### config.mk
export PLATFORM = sky130hd
export DESIGN_NAME = spi_cmd_sender
export DESIGN_NICKNAME = d
export VERILOG_FILES = /design/src/rtl/spi_cmd_sender_pkg.sv /design/src/rtl/spi_cmd_fifo.sv /design/src/rtl/spi_cmd_sender.sv
export SDC_FILE = /design/constraint.sdc
export NUM_CORES = 1
export LEC_CHECK = 0
export BUFFER_PORTS_ARGS = -buffer_cell sky130_fd_sc_hd__buf_2
export CAP_MARGIN = 10
export CORE_UTILIZATION = 50
export DETAILED_ROUTE_END_ITERATION = 12
export MAX_ROUTING_LAYER = met4
export PLACE_DENSITY = 0.72
export SYNTH_ARGS = -nofsm -noshare
export SYNTH_HDL_FRONTEND = slang
export SYNTH_HIERARCHICAL = 1
export SYNTH_SLANG_ARGS = --single-unit
export TNS_END_PERCENT = 1
### constraint.sdc
create_clock -name clk -period 2.7 [get_ports clk]
set_input_delay 0.54 -clock clk [delete_from_list [all_inputs] [get_ports clk]]
set_output_delay 0.54 -clock clk [all_outputs]
set_load 0.05 [all_outputs]
### src/rtl/spi_cmd_sender_pkg.sv
// Command codes, payload lengths and frame packing shared by the SPI sender and receiver.
package spi_cmd_sender_pkg;

   localparam int SPI_CMD_BITS    = 4;
   localparam int SPI_PAYLOAD_MAX = 12;
   localparam int SPI_FRAME_W     = SPI_CMD_BITS + SPI_PAYLOAD_MAX;

   localparam logic [3:0] CMD_SKY    = 4'd0;
   localparam logic [3:0] CMD_FLOOR  = 4'd1;
   localparam logic [3:0] CMD_LEAK   = 4'd2;
   localparam logic [3:0] CMD_OTHER  = 4'd3;
   localparam logic [3:0] CMD_VSHIFT = 4'd4;
   localparam logic [3:0] CMD_VINF   = 4'd5;

   localparam logic [7:0] LEN_SKY     = 8'd6;
   localparam logic [7:0] LEN_FLOOR   = 8'd6;
   localparam logic [7:0] LEN_LEAK    = 8'd6;
   localparam logic [7:0] LEN_OTHER   = 8'd12;
   localparam logic [7:0] LEN_VSHIFT  = 8'd6;
   localparam logic [7:0] LEN_VINF    = 8'd1;
   localparam logic [7:0] LEN_DEFAULT = 8'd1;

   typedef struct packed {
      logic [3:0]  cmd;
      logic [11:0] data;
   } spi_cmd_word_t;

   function automatic logic [7:0] cmd_len(input logic [3:0] cmd);
      case (cmd)
         CMD_SKY:    return LEN_SKY;
         CMD_FLOOR:  return LEN_FLOOR;
         CMD_LEAK:   return LEN_LEAK;
         CMD_OTHER:  return LEN_OTHER;
         CMD_VSHIFT: return LEN_VSHIFT;
         CMD_VINF:   return LEN_VINF;
         default:    return LEN_DEFAULT;
      endcase
   endfunction

   // Left-justify the frame so the next bit to send is always bit 15.
   function automatic logic [SPI_FRAME_W-1:0] frame_pack(input logic [3:0] cmd,
                                                         input logic [11:0] data);
      logic [7:0] pad;
      pad = 8'(SPI_PAYLOAD_MAX) - cmd_len(cmd);
      return {cmd, data << pad};
   endfunction

endpackage

### src/rtl/spi_cmd_fifo.sv
// Depth-4 synchronous command FIFO; full/empty derive from an occupancy counter.
module spi_cmd_fifo #(
   parameter int WIDTH = 16,
   parameter int DEPTH = 4
) (
   input  logic             clk,
   input  logic             reset,
   input  logic             i_push,
   input  logic [WIDTH-1:0] i_data,
   input  logic             i_pop,
   output logic [WIDTH-1:0] o_data,
   output logic             o_full,
   output logic             o_empty
);
   localparam int AW = $clog2(DEPTH);

   logic [WIDTH-1:0] r_mem [DEPTH];
   logic [AW-1:0]    r_wr_ptr, r_rd_ptr;
   logic [AW:0]      r_count;
   logic             w_do_push, w_do_pop;

   assign o_full    = (r_count == (AW+1)'(DEPTH));
   assign o_empty   = (r_count == '0);
   assign w_do_pop  = i_pop && !o_empty;
   // A push into a full FIFO is fine when the same cycle pops.
   assign w_do_push = i_push && (!o_full || w_do_pop);
   assign o_data    = r_mem[r_rd_ptr];

   always_ff @(posedge clk) begin
      if (reset) begin
         r_wr_ptr <= '0;
         r_rd_ptr <= '0;
         r_count  <= '0;
      end else begin
         if (w_do_push) begin
            r_mem[r_wr_ptr] <= i_data;
            r_wr_ptr        <= r_wr_ptr + 1'b1;
         end
         if (w_do_pop)
            r_rd_ptr <= r_rd_ptr + 1'b1;
         case ({w_do_push, w_do_pop})
            2'b10:   r_count <= r_count + 1'b1;
            2'b01:   r_count <= r_count - 1'b1;
            default: r_count <= r_count;
         endcase
      end
   end

endmodule

### src/rtl/spi_cmd_sender.sv
// SPI mode-0 transmitter for {cmd, payload} register-write frames, MSB first.
// Define SPI_CMD_SENDER_FIFO_EN to put a 4-entry command FIFO in front of the FSM.
module spi_cmd_sender
   import spi_cmd_sender_pkg::*;
#(
   parameter int CLK_DIV = 4,
   parameter int GAP     = 4
) (
   input  logic        clk,
   input  logic        reset,
   input  logic        i_valid,
   output logic        o_ready,
   input  logic [3:0]  i_cmd,
   input  logic [11:0] i_data,
   output logic        o_sclk,
   output logic        o_ss_n,
   output logic        o_mosi,
   output logic        o_busy,
   output logic        o_done
);
   // state | meaning
   // IDLE  | bus idle, waiting for a command
   // SETUP | ss_n low, first bit on mosi, sclk low
   // HIGH  | sclk high, receiver samples
   // LOW   | sclk low, next bit presented
   // HOLD  | sclk low after the last bit, ss_n still low
   // GAP   | ss_n high spacing before the next frame
   localparam logic [2:0] S_IDLE  = 3'd0;
   localparam logic [2:0] S_SETUP = 3'd1;
   localparam logic [2:0] S_HIGH  = 3'd2;
   localparam logic [2:0] S_LOW   = 3'd3;
   localparam logic [2:0] S_HOLD  = 3'd4;
   localparam logic [2:0] S_GAP   = 3'd5;

   localparam logic [7:0] DIV_M1 = 8'(CLK_DIV - 1);
   localparam logic [7:0] GAP_M1 = 8'(GAP - 1);

   logic [2:0]             r_state, w_state_nxt;
   logic [7:0]             r_phase, w_phase_nxt;
   logic [7:0]             r_bit, w_bit_nxt;
   logic [SPI_FRAME_W-1:0] r_shift, w_shift_nxt;
   logic                   r_sclk, r_ss_n, r_mosi, r_done, r_busy;
   logic                   w_start, w_in_frame;
   spi_cmd_word_t          w_word;

`ifdef SPI_CMD_SENDER_FIFO_EN
   logic          w_can_start, w_push, w_pop, w_full, w_empty;
   spi_cmd_word_t w_head;

   assign w_can_start = (r_state == S_IDLE) || (r_state == S_GAP && r_phase == 8'd0);
   // With an empty FIFO a ready FSM launches straight from the inputs.
   assign w_start = w_can_start && (!w_empty || i_valid);
   assign w_pop   = w_can_start && !w_empty;
   assign w_push  = i_valid && !w_full && !(w_can_start && w_empty);
   assign o_ready = !w_full;

   always_comb begin
      w_word = w_head;
      if (w_empty) begin
         w_word.cmd  = i_cmd;
         w_word.data = i_data;
      end
   end

   spi_cmd_fifo #(.WIDTH(SPI_FRAME_W), .DEPTH(4)) u_fifo (
      .clk     (clk),
      .reset   (reset),
      .i_push  (w_push),
      .i_data  ({i_cmd, i_data}),
      .i_pop   (w_pop),
      .o_data  (w_head),
      .o_full  (w_full),
      .o_empty (w_empty)
   );
`else
   logic r_ready;

   assign w_start = i_valid && r_ready;
   assign o_ready = r_ready;

   always_comb begin
      w_word.cmd  = i_cmd;
      w_word.data = i_data;
   end

   always_ff @(posedge clk) begin
      if (reset) r_ready <= 1'b1;
      else       r_ready <= (w_state_nxt == S_IDLE);
   end
`endif

   always_comb begin
      w_state_nxt = r_state;
      w_phase_nxt = r_phase;
      w_bit_nxt   = r_bit;
      w_shift_nxt = r_shift;
      if (w_start) begin
         w_state_nxt = S_SETUP;
         w_phase_nxt = DIV_M1;
         w_bit_nxt   = 8'(SPI_CMD_BITS - 1) + cmd_len(w_word.cmd);
         w_shift_nxt = frame_pack(w_word.cmd, w_word.data);
      end else begin
         case (r_state)
            S_IDLE: ;
            S_SETUP, S_LOW: begin
               if (r_phase == 8'd0) begin
                  w_state_nxt = S_HIGH;
                  w_phase_nxt = DIV_M1;
               end else
                  w_phase_nxt = r_phase - 8'd1;
            end
            S_HIGH: begin
               if (r_phase == 8'd0) begin
                  w_phase_nxt = DIV_M1;
                  if (r_bit == 8'd0)
                     w_state_nxt = S_HOLD;
                  else begin
                     w_state_nxt = S_LOW;
                     w_bit_nxt   = r_bit - 8'd1;
                     w_shift_nxt = r_shift << 1;
                  end
               end else
                  w_phase_nxt = r_phase - 8'd1;
            end
            S_HOLD: begin
               if (r_phase == 8'd0) begin
                  w_state_nxt = S_GAP;
                  w_phase_nxt = GAP_M1;
               end else
                  w_phase_nxt = r_phase - 8'd1;
            end
            S_GAP: begin
               if (r_phase == 8'd0) w_state_nxt = S_IDLE;
               else                 w_phase_nxt = r_phase - 8'd1;
            end
            default: w_state_nxt = S_IDLE;
         endcase
      end
   end

   assign w_in_frame = (w_state_nxt == S_SETUP) || (w_state_nxt == S_HIGH) ||
                       (w_state_nxt == S_LOW)   || (w_state_nxt == S_HOLD);

   always_ff @(posedge clk) begin
      if (reset) begin
         r_state <= S_IDLE;
         r_phase <= '0;
         r_bit   <= '0;
         r_shift <= '0;
         r_sclk  <= 1'b0;
         r_ss_n  <= 1'b1;
         r_mosi  <= 1'b0;
         r_done  <= 1'b0;
         r_busy  <= 1'b0;
      end else begin
         r_state <= w_state_nxt;
         r_phase <= w_phase_nxt;
         r_bit   <= w_bit_nxt;
         r_shift <= w_shift_nxt;
         r_sclk  <= (w_state_nxt == S_HIGH);
         r_ss_n  <= !w_in_frame;
         r_mosi  <= w_in_frame ? w_shift_nxt[SPI_FRAME_W-1] : 1'b0;
         r_done  <= (r_state == S_HOLD) && (w_state_nxt == S_GAP);
         r_busy  <= (w_state_nxt != S_IDLE);
      end
   end

   assign o_sclk = r_sclk;
   assign o_ss_n = r_ss_n;
   assign o_mosi = r_mosi;
   assign o_done = r_done;
   assign o_busy = r_busy;

endmodule

# Yosys cells after proc, flatten, opt, wreduce, memory -nomap -nowiden
# Cells that the tools add are included.
# totals
regBits	41
latch_bits	0
ramBits	0
romBits	0
inputBits	19
out_inout_bits	6
elab_cells	80
mem_count	0
# op_classes
n_addsub	4
multipliers	0
n_div	0
magnitude_cmp	0
n_eq_ne	17
shift	1
mux	21
bitwise_logic	1
n_reduce_logical	24
# ops
cell	n
16-bit two-way mux	4
8-bit two-way mux	7
3-bit two-way mux	6
8-bit logical NOT	2
8-bit case mux with 2 select lines	1
8-bit by 1-bit subtractor with 8-bit output (second input constant)	2
3-bit case mux with 5 select lines	1
3-bit by 2-bit == test with 1-bit output (second input constant)	4
3-bit == test (second input constant)	4
12-bit by 8-bit left shift with 12-bit output	1
2-bit by 8-bit adder with 8-bit output (first input constant)	1
4-bit by 2-bit == test with 1-bit output (second input constant)	2
4-bit case mux with 2 select lines	1
4-bit OR reduction	2
4-bit by 8-bit subtractor with 8-bit output (first input constant)	1
3-bit by 1-bit == test with 1-bit output (second input constant)	2
3-bit logical NOT	2
2-bit nonzero test	3
3-bit nonzero test	2
2-bit OR reduction	3
4-bit by 1-bit == test with 1-bit output (second input constant)	1
4-bit by 3-bit == test with 1-bit output (second input constant)	1
4-bit logical NOT	1
2-bit != test (second input constant)	2
8 further kinds	12

# Logic depth before layout (Yosys ltp)
# Gate-level depths: netlist (run 1).
# depth
depth_word	11
ltp_mapped	10
mapped_depth_nobuf	9

# Worst setup path after synthesis (run 1)
# OpenSTA, ideal clock, no wires.
# synth_path
kind	input-to-reg
from	in i_cmd[2]
to	reg r_shift[6]
setup_ns	0.091
t_arrival_ns	2.556
t_required_ns	2.609
slack_ns	0.053
stages	10
path_buffers	1
path_cell_list	maj3_1 -> nor2_2 -> inv_2 -> ha_1 -> buf_2 -> mux2i_1 -> o21a_1 -> nor4_1 -> o21ai_0 -> a311oi_1
# synth_between
elab_chain_len	7
word_cells_on_any_way	11
# synth_lines
element	line_no	rtl
start: declaration	spi_cmd_sender.sv:13	input logic [3:0] i_cmd,
4-bit by 3-bit == test with 1-bit output (tied with other cells)	spi_cmd_sender_pkg.sv:29	case (cmd)
4-bit OR reduction (no source line)	--	
4-bit case mux with 2 select lines (*)	spi_cmd_sender_pkg.sv:29	
8-bit two-way mux (*)	spi_cmd_sender.sv:97	if (w_start) begin
4-bit by 8-bit subtractor with 8-bit output (*)	spi_cmd_sender_pkg.sv:44	pad = 8'(SPI_PAYLOAD_MAX) - cmd_len(cmd);
12-bit by 8-bit left shift with 12-bit output (*)	spi_cmd_sender_pkg.sv:45	return {cmd, data << pad};
16-bit two-way mux (*)	spi_cmd_sender.sv:97	
end signal: assignment	spi_cmd_sender.sv:159	r_shift <= w_shift_nxt;
end: declaration	spi_cmd_sender.sv:41	logic [SPI_FRAME_W-1:0] r_shift, w_shift_nxt;
# Mark *: on every way between the ends. The rest lies on a longest branch, timed or not. The select of a mux whose other input is x is not followed.
# A chain may end at the register's enable or synchronous reset.

# Worst setup path in the final report (run 1)
# layout_path
from	in i_cmd[2]
to	reg r_shift[8]
# Same word-level chain as after synthesis.

==> results of run 1 <==
## worst max-delay path, stage by stage
cell	delay, ns
buf_2	0.12
maj3_1	0.39
nor2_2	0.14
inv_2	0.08
ha_1	0.24
mux2_2	0.31
or3_1	0.31
o211a_1	0.13
o21bai_1	0.15
o211ai_1	0.10
## cells in the final DEF (no fill, tap or decap), types with 3 or more instances in the layout
master	instances
a31oi_1	4
ha_1	7
xor2_1	6
a21oi_1	10
nor4b_1	3
nand3_1	13
o2111ai_1	4
nor4_1	4
nor2_1	31
mux2i_1	14
o21ai_0	23
nor3b_1	3
a21o_1	3
or3_1	5
clkbuf_8	5
a211oi_1	13
mux2_2	5
dfxtp_1	41
inv_1	8
nor3_1	9
nand2_1	24
buf_4	14
o211ai_1	5
xnor2_1	3
nand4_1	3
a311oi_1	6
buf_2	24
## cells by family (layout without fill, tap and decap cells)
group,Yosys count,count (layout),synth area share
buf+inv,25,55,0.0419
xor+xnor,9,9,0.0318
fa+ha+maj,8,8,0.0394
compound gates,83,83,0.227
flops,41,41,0.331
mux,19,19,0.0792
simple gates,117,117,0.249
## stage by stage
| stage | total power [mW] | hold slack, ns | cells | instance area, um^2 | worst slack, ns |
|---|---|---|---|---|---|
| after CTS | 1.96 | 0.484 | 399 | 2850 | 0.387 |
| after floorplan | 1.20 | 0.444 | 302 | 2480 | 0.0531 |
| final | 1.96 | 0.482 | 399 | 2850 | 0.361 |
| after global routing | 2.07 | 0.493 | 399 | 2850 | 0.201 |
| after global placement | 1.35 | 0.458 | 391 | 2720 | 0.106 |
| after detailed placement | 1.36 | 0.471 | 391 | 2720 | 0.0676 |
## synthesized netlist by cell type (4+ instances only)
cell / instances / area, um^2
a211oi_1: 13 / 97.6
a21oi_1: 10 / 50.1
a311oi_1: 6 / 52.6
a31oi_1: 4 / 25.0
clkbuf_1: 13 / 48.8
dfxtp_1: 41 / 821
ha_1: 7 / 87.6
inv_1: 8 / 30.0
mux2_2: 5 / 56.3
mux2i_1: 14 / 140
nand2_1: 24 / 90.1
nand3_1: 13 / 65.1
nor2_1: 31 / 116
nor3_1: 9 / 45.0
nor4_1: 4 / 25.0
o2111ai_1: 4 / 35.0
o211ai_1: 5 / 37.5
o21ai_0: 23 / 115
or3_1: 5 / 31.3
xor2_1: 6 / 52.6
## how the worst max path moves through the flow
stage	to	slack [ns]	depth (start not counted)
2_1_floorplan	r_shift[6]	0.05	10
3_3_place_gp	r_shift[10]	0.11	9
4_1_cts	r_shift[8]	0.39	10
6_report	r_shift[8]	0.36	10
5_1_grt	r_shift[7]	0.20	11
3_5_place_dp	r_shift[8]	0.07	10
## per-layer routing
layer | up-vias | wire (um) | GRT usage | part of all wire
met5 | - | 0 | - | 0
met4 | 0 | 89 | 0.0959 | 0.014
met3 | 9 | 307 | 0.0486 | 0.050
met2 | 78 | 2910 | 0.414 | 0.47
met1 | 1090 | 2830 | 0.327 | 0.46
li1 | 1180 | - | - | -
## flip-flops by register name (all words and copies together), names as in the netlist
name,cells
r_shift,16
r_bit,8
r_phase,8
r_state,3
o_busy,1
o_done,1
o_mosi,1
o_ready,1
o_sclk,1
o_ss_n,1
## area by class of cell
type,instances,area share
Clock buffer,5,0.0241
Clock inverter,3,0.0228
Inverter,9,0.0118
Multi-Input combinational cell,236,0.545
Sequential cell,41,0.288
Tap cell,67,0.0294
Timing Repair Buffer,38,0.0790
## power by group
part	internal [mW]	total [mW]	switching [mW]
Combinational	0.240	0.616	0.376
Sequential	0.677	0.753	0.0757
Clock	0.367	0.590	0.222
Total	1.28	1.96	0.674
==> impl_metrics.ini, run 1 <==
[pwr]
ir_drop_mv = 0.390
power_density_nw_per_um2 = 687
cellLeakagePower_nw = 1.13

[detailed_routing]
vias_per_cell = 5.91
wl_um = 6140
ant_nets = 0
vias = 2357
dr.pass1.iters = 4
first_iter_violations = 182
drc_errors = 0
wl_per_cell_um = 15.4

[floorplanning]
ioPinCount = 25
start_util = 0.521
die_area_um2 = 5240
die_y_um = 72.4
core-area_um2 = 4750
rows = 25
die_width_um = 72.4

[timing]
setup_viol = 0
worst_slew_pin_slew_ns = 0.573
period_share = 0.866
rsz0062_at_grt = false
fin_crit_ns = 2.34
tns_ns = 0
hold_violations = 0
finalMaxSlewViolations = 0
fmax_mhz = 428
skew_ns = 0.00481
slew_headroom = 0.616

[clocking]
clk-insertion-delay-late_ns = 0.30
htreeDepth = 2
cts.clk_slew.worst_paths_ns = 0.08
cts_sinks = 41
clockBufferDepth = 2
cts_resized = 0
cts_buffers = 5
holdBufCountCts = 0
cts_root_buf = clkbuf_8
cts_tree = built
post_cts_buffers = 0

[synth]
postSynthAreaPerCell_um2 = 8.21
syn_nets = 328
yosysSeqAreaShare = 0.331
synth_cell_types = 56
synthArstFlopShare = 0
ys_seq_elements = 41
yosysWarnings = 6
synth_ff_type = dfxtp_1
synthesis.area_um2 = 2480
synth_edf_count = 0
netlist_instances = 302

[finish]
multiInputGateArea_um2 = 1550
utilization = 0.600
drive_gt1_frac = 0.184
nFillCells = 436
nets = 357
diodes = 0
seqCellArea_um2 = 821
synthToLayoutAreaGrowth_pct = 15.0

[setup_path]
path_class = primary input to register
reg2reg_depth = 8
critPathArrivalTime_ns = 2.52
crit_required_ns = 2.88
startpoint = i_cmd[2]
r2r_end = r_phase[3]
worstSetupEndpointType = register
crit_fanout = 5
reg2reg_from = r_phase[0]
rrSetupSlack_ns = 0.52
start_kind = primary input

[global_route]
antenna_found_initial = 0
grt_pass1_wl_um = 10300
grt_pass1_vias = 2187
overflow = 0
grt_max_degree = 28
grt_usage = 0.260

[run_status]
status = finished, final reports clean

[placement]
portBuffers = 24
gp_congestion = 0.890
hpwl_um = 4400

[hold_path]
worstHoldStart = r_bit[7]
min_path_cells = 2
hold_class = register to register
worstHoldEndpoint = r_bit[7]

[job]
drv_cap = 0
Note: power is estimated with default switching activity, not from simulation.
==> run 2, diff against run 1 <==
--- a/config.mk
+++ b/config.mk
@@ -9,8 +9,9 @@
 export CAP_MARGIN = 10
 export CORE_UTILIZATION = 50
 export DETAILED_ROUTE_END_ITERATION = 12
+export HOLD_SLACK_MARGIN = 0.03
 export MAX_ROUTING_LAYER = met4
-export PLACE_DENSITY = 0.72
+export PLACE_DENSITY = 0.69
 export SYNTH_ARGS = -nofsm -noshare
 export SYNTH_HDL_FRONTEND = slang
 export SYNTH_HIERARCHICAL = 1
==> constraint.sdc (replaced) <==
create_clock -name clk -period 2.3 [get_ports clk]
set_input_delay 0.46 -clock clk [delete_from_list [all_inputs] [get_ports clk]]
set_output_delay 0.46 -clock clk [all_outputs]
set_load 0.05 [all_outputs]
==> run 2 against run 1 <==
Critical path depth shrank 3. Register-to-register slack lost 0.31 ns. First-iteration DRC count shrank 4.9%. Critical path type is now register to register. Largest cell class unchanged. Largest power group unchanged.
==> impl_metrics.ini, run 2 (synthesized netlist as in run 1, its figures left out) <==
[run_status]
status = finished, final reports clean

[clocking]
htreeDepth = 2
clk-insertion-delay-late_ns = 0.30
clockBufferDepth = 2
cts.clk_slew.worst_paths_ns = 0.08
cts_root_buf = clkbuf_8
cts_tree = built
holdBufCountCts = 0
cts_buffers = 5
cts_resized = 0
post_cts_buffers = 0
cts_sinks = 41

[finish]
largest_reg_flops = 16
nFillCells = 434
synthToLayoutAreaGrowth_pct = 20.9
diodes = 0
final_common_cell = dfxtp_1
drive_gt1_frac = 0.238
regMostFlops = r_shift
nets = 375
final_cell_mix = 41 x dfxtp_1, 32 x buf_4, 30 x nor2_1
final_area_um2 = 3000
reg_top3 = r_shift (16), r_bit (8), r_phase (8)

[placement]
portBuffers = 24
hpwl_um = 4610
placed_area_um2 = 2890
gp_congestion = 0.915

[setup_path]
r2r_end = r_shift[15]
crit_fanout = 16
startpoint = r_phase[0]
start_kind = register
crit_path_top_delay_cell = dfxtp_1
worstSetupEndpointType = register
rrSetupSlack_ns = 0.21
slowest_delay_ns = 0.34
crit_chain = inv_1, ha_1, nor3b_2, and3_1, nand2_2, mux2i_1, a211oi_1
path_class = register to register
critPathArrivalTime_ns = 2.28
reg2reg_from = r_phase[0]
crit_required_ns = 2.50
reg2reg_depth = 7

[timing]
slew_headroom = 0.669
skew_ns = 0.00698
fmax_mhz = 479
hold_violations = 0
tns_ns = 0
period_share = 0.907
rsz0062_at_grt = false
worst_slew_pin_slew_ns = 0.490
finalMaxSlewViolations = 0
setup_viol = 0
fin_crit_ns = 2.09

[floorplanning]
ioPinCount = 25
die_area_um2 = 5240
core-area_um2 = 4750
rows = 25
die_y_um = 72.4
die_width_um = 72.4
start_util = 0.521

[global_route]
grt_pass1_wl_um = 10400
grt_usage = 0.258
grt_pass1_vias = 2232
grt_max_degree = 23
antenna_found_initial = 0
overflow = 0

[hold_path]
worstHoldEndpoint = r_state[0]
min_path_cells = 2
hold_class = primary input to register
worstHoldStart = reset

[detailed_routing]
drc_errors = 0
wl_um = 6150
wl_per_cell_um = 14.8
vias = 2436
vias_per_cell = 5.86
first_iter_violations = 173
dr.pass1.iters = 4
ant_nets = 0

[pwr]
cellLeakagePower_nw = 1.21
power_density_nw_per_um2 = 739
ir_drop_mv = 0.373

[job]
drv_cap = 0
-- run 2: metal layers --
| layer | vias to the layer above | track usage | share of wire |
|---|---|---|---|
| met5 | - | - | 0 |
| met4 | 0 | 0.0763 | 0.014 |
| met3 | 9 | 0.0514 | 0.047 |
| met2 | 73 | 0.410 | 0.47 |
| met1 | 1138 | 0.331 | 0.47 |
| li1 | 1216 | - | - |
-- run 2: through the flow --
step	hold slack (ns)	cells	utilization	power [mW]	worst slack (ns)
global placement	0.459	409	0.609	1.64	-0.0570
floorplan	0.444	302	-	1.41	-0.00679
CTS	0.391	416	0.631	2.22	0.217
detailed placement	0.474	409	0.609	1.65	-0.0807
finish	0.399	416	0.631	2.21	0.214
global route	0.406	416	0.631	2.34	0.0788
-- run 2: worst max-delay path: cells and delay by family, from the launching register on --
kind	cells	cell delay [ns]
buffers and inverters	1	0.11
adder cells (fa/ha/maj)	1	0.18
flip-flops	1	0.34
AO/OA/AOI/OAI	1	0.29
AND/OR/NAND/NOR	3	0.85
multiplexers	1	0.21
-- run 2: worst max-delay path by stage --
stage | to | slack [ns] | depth (start not counted)
2_1_floorplan | r_shift[5] | -0.007 | 9
3_3_place_gp | r_shift[5] | -0.06 | 10
3_5_place_dp | r_shift[6] | -0.08 | 10
4_1_cts | r_shift[15] | 0.22 | 7
5_1_grt | r_shift[7] | 0.08 | 10
6_report | r_shift[15] | 0.21 | 7
-- run 2: layout make-up --
class	count	area [um^2]	area share
flip-flops and latches	41	821	0.274
well taps	67	83.8	0.0280
repair buffers	56	360	0.120
inverters	9	36.3	0.0121
clock inverters	2	35.0	0.0117
clock buffers	5	68.8	0.0230
multi-input cells	236	1590	0.531
-- run 2: power by group --
| part | switching [mW] | internal [mW] | leakage (nW) |
|---|---|---|---|
| combinational | 0.457 | 0.318 | 0.817 |
| clock | 0.262 | 0.316 | 0.0540 |
| sequential | 0.0682 | 0.795 | 0.336 |
| total | 0.786 | 1.43 | 1.21 |
